**config.mk**
```make
export PLATFORM = sky130hd
export DESIGN_NAME = gemm_result_writer_flat
export DESIGN_NICKNAME = d
export VERILOG_FILES = /design/src/rtl/gemm_result_writer_if.sv /design/src/rtl/gemm_result_writer.sv /design/src/flat_wrapper.sv
export SDC_FILE = /design/constraint.sdc
export NUM_CORES = 2
export LEC_CHECK = 0
export CAP_MARGIN = 20
export CORE_AREA = 2 2 411 413
export CTS_CLUSTER_DIAMETER = 200
export DETAILED_ROUTE_END_ITERATION = 8
export DIE_AREA = 0 0 413 415
export GPL_ROUTABILITY_DRIVEN = 0
export HOLD_SLACK_MARGIN = 0.12
export PLACE_DENSITY = 0.76
export SLEW_MARGIN = 20
export SYNTH_ARGS = -nofsm -noshare
export SYNTH_HDL_FRONTEND = slang
export SYNTH_SLANG_ARGS = --single-unit
```
**constraint.sdc**
```tcl
create_clock -name clk_i -period 26 [get_ports clk_i]
set_input_delay 3.9 -clock clk_i [delete_from_list [all_inputs] [get_ports clk_i]]
set_output_delay 3.9 -clock clk_i [all_outputs]
set_load 0.01 [all_outputs]
```
**src/rtl/gemm_result_writer_if.sv**
```systemverilog
// ---------------------------------------------------------------------------
// gemm_result_writer_if
// Bundles every signal of the GeMM result writeback stage except clock and
// reset.
//   master : environment side. It presents tiles and the controller done
//            pulse, answers SRAM grants and observes writer status.
//   slave  : writer side. It accepts tiles, drives the SRAM write request
//            and reports status.
// Signal groups:
//   result_valid_i / result_data_i / tile_m_i / tile_n_i / N_size_i  tile capture
//   ctrl_done_i                                                      controller done
//   sram_req_o / sram_gnt_i / sram_addr_o / sram_wdata_o             SRAM write port
//   busy_o / done_o / overflow_o / fill_o                            status
// ---------------------------------------------------------------------------
interface gemm_result_writer_if #(
  parameter int DataWidth = 32,
  parameter int M         = 4,
  parameter int N         = 4,
  parameter int AddrWidth = 8,
  parameter int FifoDepth = 4
);
  localparam int TileW  = M * N * DataWidth;
  localparam int MW     = AddrWidth - $clog2(M);
  localparam int NW     = AddrWidth - $clog2(N);
  localparam int NSizeW = $clog2(32) + 1;
  localparam int CntW   = $clog2(FifoDepth) + 1;

  logic                 result_valid_i;
  logic [TileW-1:0]     result_data_i;
  logic [MW-1:0]        tile_m_i;
  logic [NW-1:0]        tile_n_i;
  logic [NSizeW-1:0]    N_size_i;
  logic                 ctrl_done_i;
  logic                 sram_req_o;
  logic                 sram_gnt_i;
  logic [AddrWidth-1:0] sram_addr_o;
  logic [TileW-1:0]     sram_wdata_o;
  logic                 busy_o;
  logic                 done_o;
  logic                 overflow_o;
  logic [CntW-1:0]      fill_o;

  modport slave (
    input  result_valid_i, result_data_i, tile_m_i, tile_n_i, N_size_i,
    input  ctrl_done_i, sram_gnt_i,
    output sram_req_o, sram_addr_o, sram_wdata_o,
    output busy_o, done_o, overflow_o, fill_o
  );

  modport master (
    output result_valid_i, result_data_i, tile_m_i, tile_n_i, N_size_i,
    output ctrl_done_i, sram_gnt_i,
    input  sram_req_o, sram_addr_o, sram_wdata_o,
    input  busy_o, done_o, overflow_o, fill_o
  );
endinterface

```
**src/rtl/gemm_result_writer.sv**
```systemverilog
// ---------------------------------------------------------------------------
// gemm_result_writer
// Writeback stage behind the GeMM controller and MAC array. Each completed
// M x N tile is captured with its tile-granular SRAM address into a small
// FIFO. The tile is then written out over a req/gnt port, and the
// controller's done pulse becomes a writer done that fires only after the
// FIFO has drained.
// Ports:
//   clk_i  clock
//   rst_i  synchronous active-high reset. It clears state, FIFO contents
//          and the sticky overflow flag.
//   bus    gemm_result_writer_if.slave. Carries tile capture, SRAM write
//          port and status.
// All outputs come straight from registers; no input reaches an output
// combinationally.
// ---------------------------------------------------------------------------
module gemm_result_writer #(
  parameter int DataWidth = 32,
  parameter int M         = 4,
  parameter int N         = 4,
  parameter int AddrWidth = 8,
  parameter int FifoDepth = 4
) (
  input logic                  clk_i,
  input logic                  rst_i,
  gemm_result_writer_if.slave  bus
);

  localparam int TileW  = M * N * DataWidth;
  localparam int PtrW   = $clog2(FifoDepth);
  localparam int CntW   = PtrW + 1;
  localparam int MW     = AddrWidth - $clog2(M);
  localparam int NW     = AddrWidth - $clog2(N);
  localparam int NSizeW = $clog2(32) + 1;
  localparam logic [CntW-1:0] FullCnt = CntW'(FifoDepth);

  typedef enum logic [1:0] {
    ST_RUN,
    ST_FLUSH,
    ST_DONE
  } state_t;

  // Tile address: row index times tiles-per-row plus column index. All
  // arithmetic is modulo 2^AddrWidth, so truncating the operands first
  // yields the same low bits as the full-width product.
  function automatic logic [AddrWidth-1:0] tile_addr(
    input logic [MW-1:0]     m,
    input logic [NW-1:0]     n,
    input logic [NSizeW-1:0] nsize
  );
    logic [NSizeW-1:0] tiles_per_row;
    tiles_per_row = nsize / NSizeW'(N);
    return AddrWidth'(m) * AddrWidth'(tiles_per_row) + AddrWidth'(n);
  endfunction

  logic [AddrWidth-1:0] addr_mem [FifoDepth];
  logic [TileW-1:0]     data_mem [FifoDepth];
  logic [PtrW-1:0]      wr_ptr;
  logic [PtrW-1:0]      rd_ptr;
  logic [CntW-1:0]      count;
  logic [CntW-1:0]      count_next;
  logic                 overflow;
  state_t               state;
  state_t               state_next;

  logic                 empty;
  logic                 full;
  logic                 push;
  logic                 pop;
  logic                 drop;
  logic [AddrWidth-1:0] cap_addr;

  always_comb begin
    empty      = (count == '0);
    full       = (count == FullCnt);
    pop        = !empty && bus.sram_gnt_i;
    // A full FIFO still takes a tile when the head leaves in the same cycle.
    push       = bus.result_valid_i && (!full || pop);
    drop       = bus.result_valid_i && full && !pop;
    count_next = count + CntW'(push) - CntW'(pop);
    cap_addr   = tile_addr(bus.tile_m_i, bus.tile_n_i, bus.N_size_i);
  end

  // ---- capture / FIFO storage ----
  always_ff @(posedge clk_i) begin
    if (rst_i) begin
      wr_ptr   <= '0;
      rd_ptr   <= '0;
      count    <= '0;
      overflow <= 1'b0;
      for (int i = 0; i < FifoDepth; i++) begin
        addr_mem[i] <= '0;
        data_mem[i] <= '0;
      end
    end else begin
      if (push) begin
        addr_mem[wr_ptr] <= cap_addr;
        data_mem[wr_ptr] <= bus.result_data_i;
        wr_ptr           <= wr_ptr + PtrW'(1);
      end
      if (pop) begin
        rd_ptr <= rd_ptr + PtrW'(1);
      end
      count <= count_next;
      if (drop) begin
        overflow <= 1'b1;
      end
    end
  end

  // ---- control FSM: state register ----
  always_ff @(posedge clk_i) begin
    if (rst_i) begin
      state <= ST_RUN;
    end else begin
      state <= state_next;
    end
  end

  // ---- control FSM: next state ----
  // Flush exits on post-update occupancy. The cycle of the last grant
  // therefore leads directly into Done.
  always_comb begin
    state_next = state;
    case (state)
      ST_RUN: begin
        if (bus.ctrl_done_i) begin
          state_next = ST_FLUSH;
        end
      end
      ST_FLUSH: begin
        if (count_next == '0) begin
          state_next = ST_DONE;
        end
      end
      ST_DONE: begin
        state_next = ST_RUN;
      end
      default: begin
        state_next = ST_RUN;
      end
    endcase
  end

  // ---- registered outputs ----
  assign bus.sram_req_o   = !empty;
  assign bus.sram_addr_o  = addr_mem[rd_ptr];
  assign bus.sram_wdata_o = data_mem[rd_ptr];
  assign bus.busy_o       = !empty || (state == ST_FLUSH);
  assign bus.done_o       = (state == ST_DONE);
  assign bus.overflow_o   = overflow;
  assign bus.fill_o       = count;

endmodule

```
**src/flat_wrapper.sv**
```systemverilog
// flat-port wrapper written by rule: the top's interface ports become plain ports
module gemm_result_writer_flat 
#(
  parameter int DataWidth = 32,
  parameter int M         = 4,
  parameter int N         = 4,
  parameter int AddrWidth = 8,
  parameter int FifoDepth = 4
)
  (clk_i, rst_i, bus_result_valid_i, bus_result_data_i, bus_tile_m_i, bus_tile_n_i, bus_N_size_i, bus_ctrl_done_i, bus_sram_gnt_i, bus_sram_req_o, bus_sram_addr_o, bus_sram_wdata_o, bus_busy_o, bus_done_o, bus_overflow_o, bus_fill_o);
  gemm_result_writer_if #(.DataWidth(DataWidth), .M(M), .N(N), .AddrWidth(AddrWidth), .FifoDepth(FifoDepth)) bus_i ();
  input logic clk_i;
  input logic rst_i;
  input wire logic [$bits(bus_i.result_valid_i)-1:0] bus_result_valid_i;
  input wire logic [$bits(bus_i.result_data_i)-1:0] bus_result_data_i;
  input wire logic [$bits(bus_i.tile_m_i)-1:0] bus_tile_m_i;
  input wire logic [$bits(bus_i.tile_n_i)-1:0] bus_tile_n_i;
  input wire logic [$bits(bus_i.N_size_i)-1:0] bus_N_size_i;
  input wire logic [$bits(bus_i.ctrl_done_i)-1:0] bus_ctrl_done_i;
  input wire logic [$bits(bus_i.sram_gnt_i)-1:0] bus_sram_gnt_i;
  output wire logic [$bits(bus_i.sram_req_o)-1:0] bus_sram_req_o;
  output wire logic [$bits(bus_i.sram_addr_o)-1:0] bus_sram_addr_o;
  output wire logic [$bits(bus_i.sram_wdata_o)-1:0] bus_sram_wdata_o;
  output wire logic [$bits(bus_i.busy_o)-1:0] bus_busy_o;
  output wire logic [$bits(bus_i.done_o)-1:0] bus_done_o;
  output wire logic [$bits(bus_i.overflow_o)-1:0] bus_overflow_o;
  output wire logic [$bits(bus_i.fill_o)-1:0] bus_fill_o;
  assign bus_i.result_valid_i = bus_result_valid_i;
  assign bus_i.result_data_i = bus_result_data_i;
  assign bus_i.tile_m_i = bus_tile_m_i;
  assign bus_i.tile_n_i = bus_tile_n_i;
  assign bus_i.N_size_i = bus_N_size_i;
  assign bus_i.ctrl_done_i = bus_ctrl_done_i;
  assign bus_i.sram_gnt_i = bus_sram_gnt_i;
  assign bus_sram_req_o = bus_i.sram_req_o;
  assign bus_sram_addr_o = bus_i.sram_addr_o;
  assign bus_sram_wdata_o = bus_i.sram_wdata_o;
  assign bus_busy_o = bus_i.busy_o;
  assign bus_done_o = bus_i.done_o;
  assign bus_overflow_o = bus_i.overflow_o;
  assign bus_fill_o = bus_i.fill_o;
  gemm_result_writer #(.DataWidth(DataWidth), .M(M), .N(N), .AddrWidth(AddrWidth), .FifoDepth(FifoDepth)) u_core (.clk_i(clk_i), .rst_i(rst_i), .bus(bus_i));
endmodule
```
**Word-level counts from Yosys, hierarchy flattened**

Memory sizes are Yosys's and may differ from the RTL's. A register that Yosys moved wholly into a read port is not among the register bits.
Cells that the tools add are included.

- Reduce and logical (&&, ||, !) cells: 15
- Multiplexer cells: 18
- Eq/ne operators: 5
- Add/sub/neg operators: 5
- Multipliers: 1

Operator list:

| operator | number |
|---|---|
| $mux 512 | 1 |
| $reduce_or 512->1 | 1 |
| $mux 2 | 8 |
| $add 8x6->8 | 1 |
| $mul 6x4->8 | 1 |
| $mux 8 | 1 |
| $reduce_or 8->1 | 1 |
| $mux 1 | 7 |
| $logic_not 3->1 | 2 |
| $add 2x1->2 const B | 2 |
| $logic_and 1x1->1 | 4 |
| $pmux 2 s2 | 1 |
| $add 3x1->3 | 1 |
| $eq 3x3->1 const B | 1 |
| $logic_not 1->1 | 3 |
| $sub 3x1->3 | 1 |
| $eq 2x1->1 const B | 1 |
| $eq 2x2->1 const B | 1 |
| $logic_not 2->1 | 1 |
| $logic_or 1x1->1 | 2 |
| $ne 2x1->1 const B | 1 |
| $ne 2x2->1 const B | 1 |
| $reduce_and 2->1 | 1 |

- Logic and storage cells: 51
- Bits in registers: 10
- Bits in writable memories: 2080
- Memories: 2
- Input port bits: 535
- Output and inout bits: 527

Memory list:

| name | depth | bits a word | read ports | clocked after Yosys merged registers in | write ports | RTL line | text |
|---|---|---|---|---|---|---|---|
| u_core.data_mem | 4 | 512 | 1 | 1 | 4 | gemm_result_writer.sv:57 | `logic [TileW-1:0] data_mem [FifoDepth];` |
| u_core.addr_mem | 4 | 8 | 1 | 1 | 4 | gemm_result_writer.sv:56 | `logic [AddrWidth-1:0] addr_mem [FifoDepth];` |

**Logic depth before layout (Yosys ltp)**

- Word-level depth: 10
- Mapped depth: 13
- Gate-level depth less buffers: 13

**Least setup slack after synthesis**

OpenSTA, ideal clock, no wires.

- Path type: input to register
- From: input port bus_sram_gnt_i
- To: memory u_core.addr_mem[1][0], enable pin
- Stages: 7
- Setup time: 0.983 ns
- Setup slack: 8.481 ns
- Path buffers: 2
- Arrival: 16.537 ns
- Cell sequence: nor4b_2 > nor2b_1 > buf_4 > nand2b_2 > clkbuf_1 > or2_2 > nand2b_1

RTL lines:

| element | RTL line | text |
|---|---|---|
| start, declared | flat_wrapper.sv:20 | `input wire logic [$bits(bus_i.sram_gnt_i)-1:0] bus_sram_gnt_i;` |
| end, declared | gemm_result_writer.sv:56 |  |

==> run_results.csv <==
group,metric,value,unit
critical_path,path_max_fanout,94,
worst_hold_path,min_from,"u_core.state[1]$_SDFFE_PP0P_",
sta,grt_setup_unrepaired,"false",
power_and_ir_drop,p_per_area,87.9,nW/um^2
worst_hold_path,min_to,"u_core.state[1]$_SDFFE_PP0P_",
clock_network,clock_sinks,2092,
sta,relSlewSlack,25.6,%
clock_network,cts_root_buffer,"clkbuf_16",
clock_network,cts_tree,"yes",
global_routing,grt_pass1_vias,51200,
worst_hold_path,whs_path_depth,1,
sta,fmax,0.107,GHz
clock_network,post_cts_resized,0,
clock_network,clock_latency,0.88,ns
sta,fin_skew,0.0449,ns
global_routing,grt-ovfl-total,0,
critical_path,crit_buf_inv,4,
routing,drt_wl_total,231000,um
global_routing,grt_pass1_wl,332000,um
cells_and_area,syn_to_final_growth,21.3,%
critical_path,cp.required,22.10,ns
placed_design,dp_cells,8689,
global_routing,antenna_found_initial,97,
critical_path,rr_endpoint,"u_core.data_mem[0][245]$_SDFFCE_PN0P_",
die,dieArea,171000,um^2
routing,dr.pass1.iters,6,
sta,drv_slew,0,
outcome,status,"finished, final reports clean",
yosys,yosysWarnings,0,
run,drv_cap,0,
die,initial_utilization,53.2,%
power_and_ir_drop,p_leak,40.7,nW
die,core,167000,um^2
clock_network,post_cts_buffers,0,
critical_path,critPathLaunchType,"flip-flop",
global_routing,grt_start_max_net_pins,155,
yosys,netlist_area,88600,um^2
routing,wl_per_cell,25.3,um
cells_and_area,nets,7259,
routing,drc_errors,0,
clock_network,cts.path.max_buffers,3,
critical_path,path_common_cell,"buf_4",
worst_hold_path,worstHoldPathType,"flip-flop to flip-flop",
sta,hold_viol,0,
die,die_y,415,um
yosys,synth_cell_type_count,39,
yosys,yosys-top-cells-area,"edfxtp_1 (71%), mux4_2 (13%), nor2_1 (4.5%), and2_1 (3.7%), inv_1 (2.3%)",
yosys,synth_edf_count,2080,
yosys,synth_top_area_cell,"edfxtp_1",
yosys,synth-main-ff-cell,"edfxtp_1",
routing,final_antenna_net_count,0,
routing,vias_per_cell,5.57,
yosys,yosys-top-cells-count,"edfxtp_1 (2080), nor2_1 (1057), inv_1 (544)",
critical_path,path_delay_family,"buffers and inverters",
yosys,synth.most_common_cell,"edfxtp_1",
critical_path,reg2regPathDepth,10,
clock_network,hold_buffers,0,
placed_design,port-buffer-count,1059,
clock_network,htree_levels,4,
critical_path,crit_slowest_cell,"dfxtp_4",
yosys,syn_area_per_cell,15.5,um^2
cells_and_area,drive_gt1_share,13.1,%
sta,period_minus_slack,9.33,ns
critical_path,rr_startpoint,"u_core.bus.fill_o[1]$_SDFF_PP0_",
yosys,netlist_instances,5699,
cells_and_area,stdcell_count,9129,
yosys,synth_seq_area_share,70.8,%
routing,vias,50900,
clock_network,cts.clk_slew.worst_paths,0.06,ns
critical_path,worst_path_largest_cell_delay,0.82,ns
yosys,ys_seq_elements,2092,
clock_network,numCtsBuffers,208,
critical_path,end_kind,"output pin",
critical_path,rrSetupSlack,19.86,ns
die,fp-row-count,150,
critical_path,worstSetupPathType,"flip-flop to output pin",
die,fp.dieW,413,um
critical_path,arrival,5.43,ns
yosys,synth_top_area_share,70.5,%
global_routing,grt_usage,26.5,%
critical_path,cp_cell_sequence,"buf_4, buf_4, buf_12, mux4_2, clkdlybuf4s50_1",
routing,drtIter0Drc,5090,
power_and_ir_drop,ir_worst_vdd,0.0000737,V
sta,worst_slew_pin_slew,1.12,ns
sta,finalSetupTns,0,ns
placed_design,hpwl,141000,um
die,io_pins,1062,
yosys,ys_async_sr_fraction,0,%
sta,fin_crit_sh,35.9,%
sta,setup_violations,0,
yosys,synth_nets,6262,
## layout make-up
class	count	area, um^2
diodes	57	143
clock buffers	262	5420
clock inverters	120	1200
fillers	11600	59200
inverters	544	2040
multi-input cells	2713	21900
flip-flops and latches	2092	62700
well taps	2204	2760
repair buffers	1137	11300
## metrics by stage
stage | setup slack (ns) | util [%] | hold slack [ns] | total power, mW | cell area, um^2
2_1_floorplan | 8.48 | - | 0.431 | 5.56 | 88600
3_3_place_gp | 15.84 | 60.4 | 0.447 | 6.56 | 101000
3_5_place_dp | 15.78 | 60.4 | 0.469 | 6.60 | 101000
4_1_cts | 16.49 | 64.4 | 0.478 | 9.51 | 107000
5_1_grt | 16.21 | 64.5 | 0.507 | 9.75 | 107000
6_report | 16.67 | 64.5 | 0.480 | 9.45 | 107000
## worst max-delay path by stage
stage / start / endpoint / slack, ns / cells after the start
after floorplan: bus_sram_gnt_i / u_core.addr_mem[1][0]$_SDFFCE_PN0P_ / 8.48 / 7
after global placement: bus_sram_gnt_i / u_core.data_mem[0][243]$_SDFFCE_PN0P_ / 15.84 / 11
after detailed placement: bus_sram_gnt_i / u_core.data_mem[0][242]$_SDFFCE_PN0P_ / 15.78 / 11
after CTS: flip-flop / bus_sram_wdata_o[201] / 16.49 / 5
after global routing: flip-flop / bus_sram_wdata_o[201] / 16.21 / 5
final: flip-flop / bus_sram_wdata_o[201] / 16.67 / 5
## where the power goes
| part | internal (mW) | switching (mW) |
|---|---|---|
| Combinational | 1.16 | 1.23 |
| Sequential | 4.04 | 0.0920 |
| Clock | 1.64 | 1.29 |
## metal layers
layer	GRT usage, %	share of wire [%]
met1	31.7	35
met5	0	0.21
met4	12.9	4.7
met2	42.8	50
met3	9.08	11
## flip-flops by register name, summed over array words and instances (netlist names), named ones only
register               cells
u_core.data_mem         2048
u_core.addr_mem           32
u_core.bus.fill_o          3
u_core.rd_ptr              2
u_core.state               2
u_core.wr_ptr              2
u_core.bus.overflow_o      1
## worst register-to-register path, stage by stage, from the launching register on
cell	delay, ns
dfxtp_1	0.46
nor4b_2	0.10
nor2b_1	0.15
buf_4	0.21
nand2b_2	0.20
or3_1	0.52
nand2b_4	0.70
buf_4	0.83
buf_4	0.79
buf_4	0.89
buf_4	0.82
## cell families (layout without fill, tap and decap cells)
logic type      after synthesis  after routing  share of synthesized area [%]
compound gates               12             12                         0.0932
flops                      2092           2092                           70.8
mux                         520            520                           13.2
other cells                   0             57                              0
fa+ha+maj                    28             28                          0.506
buf+inv                     894           2063                           4.58
xor+xnor                     14             14                          0.138
simple gates               2139           2139                           10.7
## cell usage in the layout, fill, tap and decap left out, types with 16 or more instances in the layout
master           count
buf_4               68
nand2_1            517
and2_1             530
clkinv_1            52
nor2_1            1057
clkinv_2            27
bufinv_16           16
inv_1              544
clkbuf_1            53
edfxtp_1          2080
diode_2             57
clkdlybuf4s50_1   1059
mux4_2             520
clkbuf_16          208
Power figures use the tool's default switching activity.
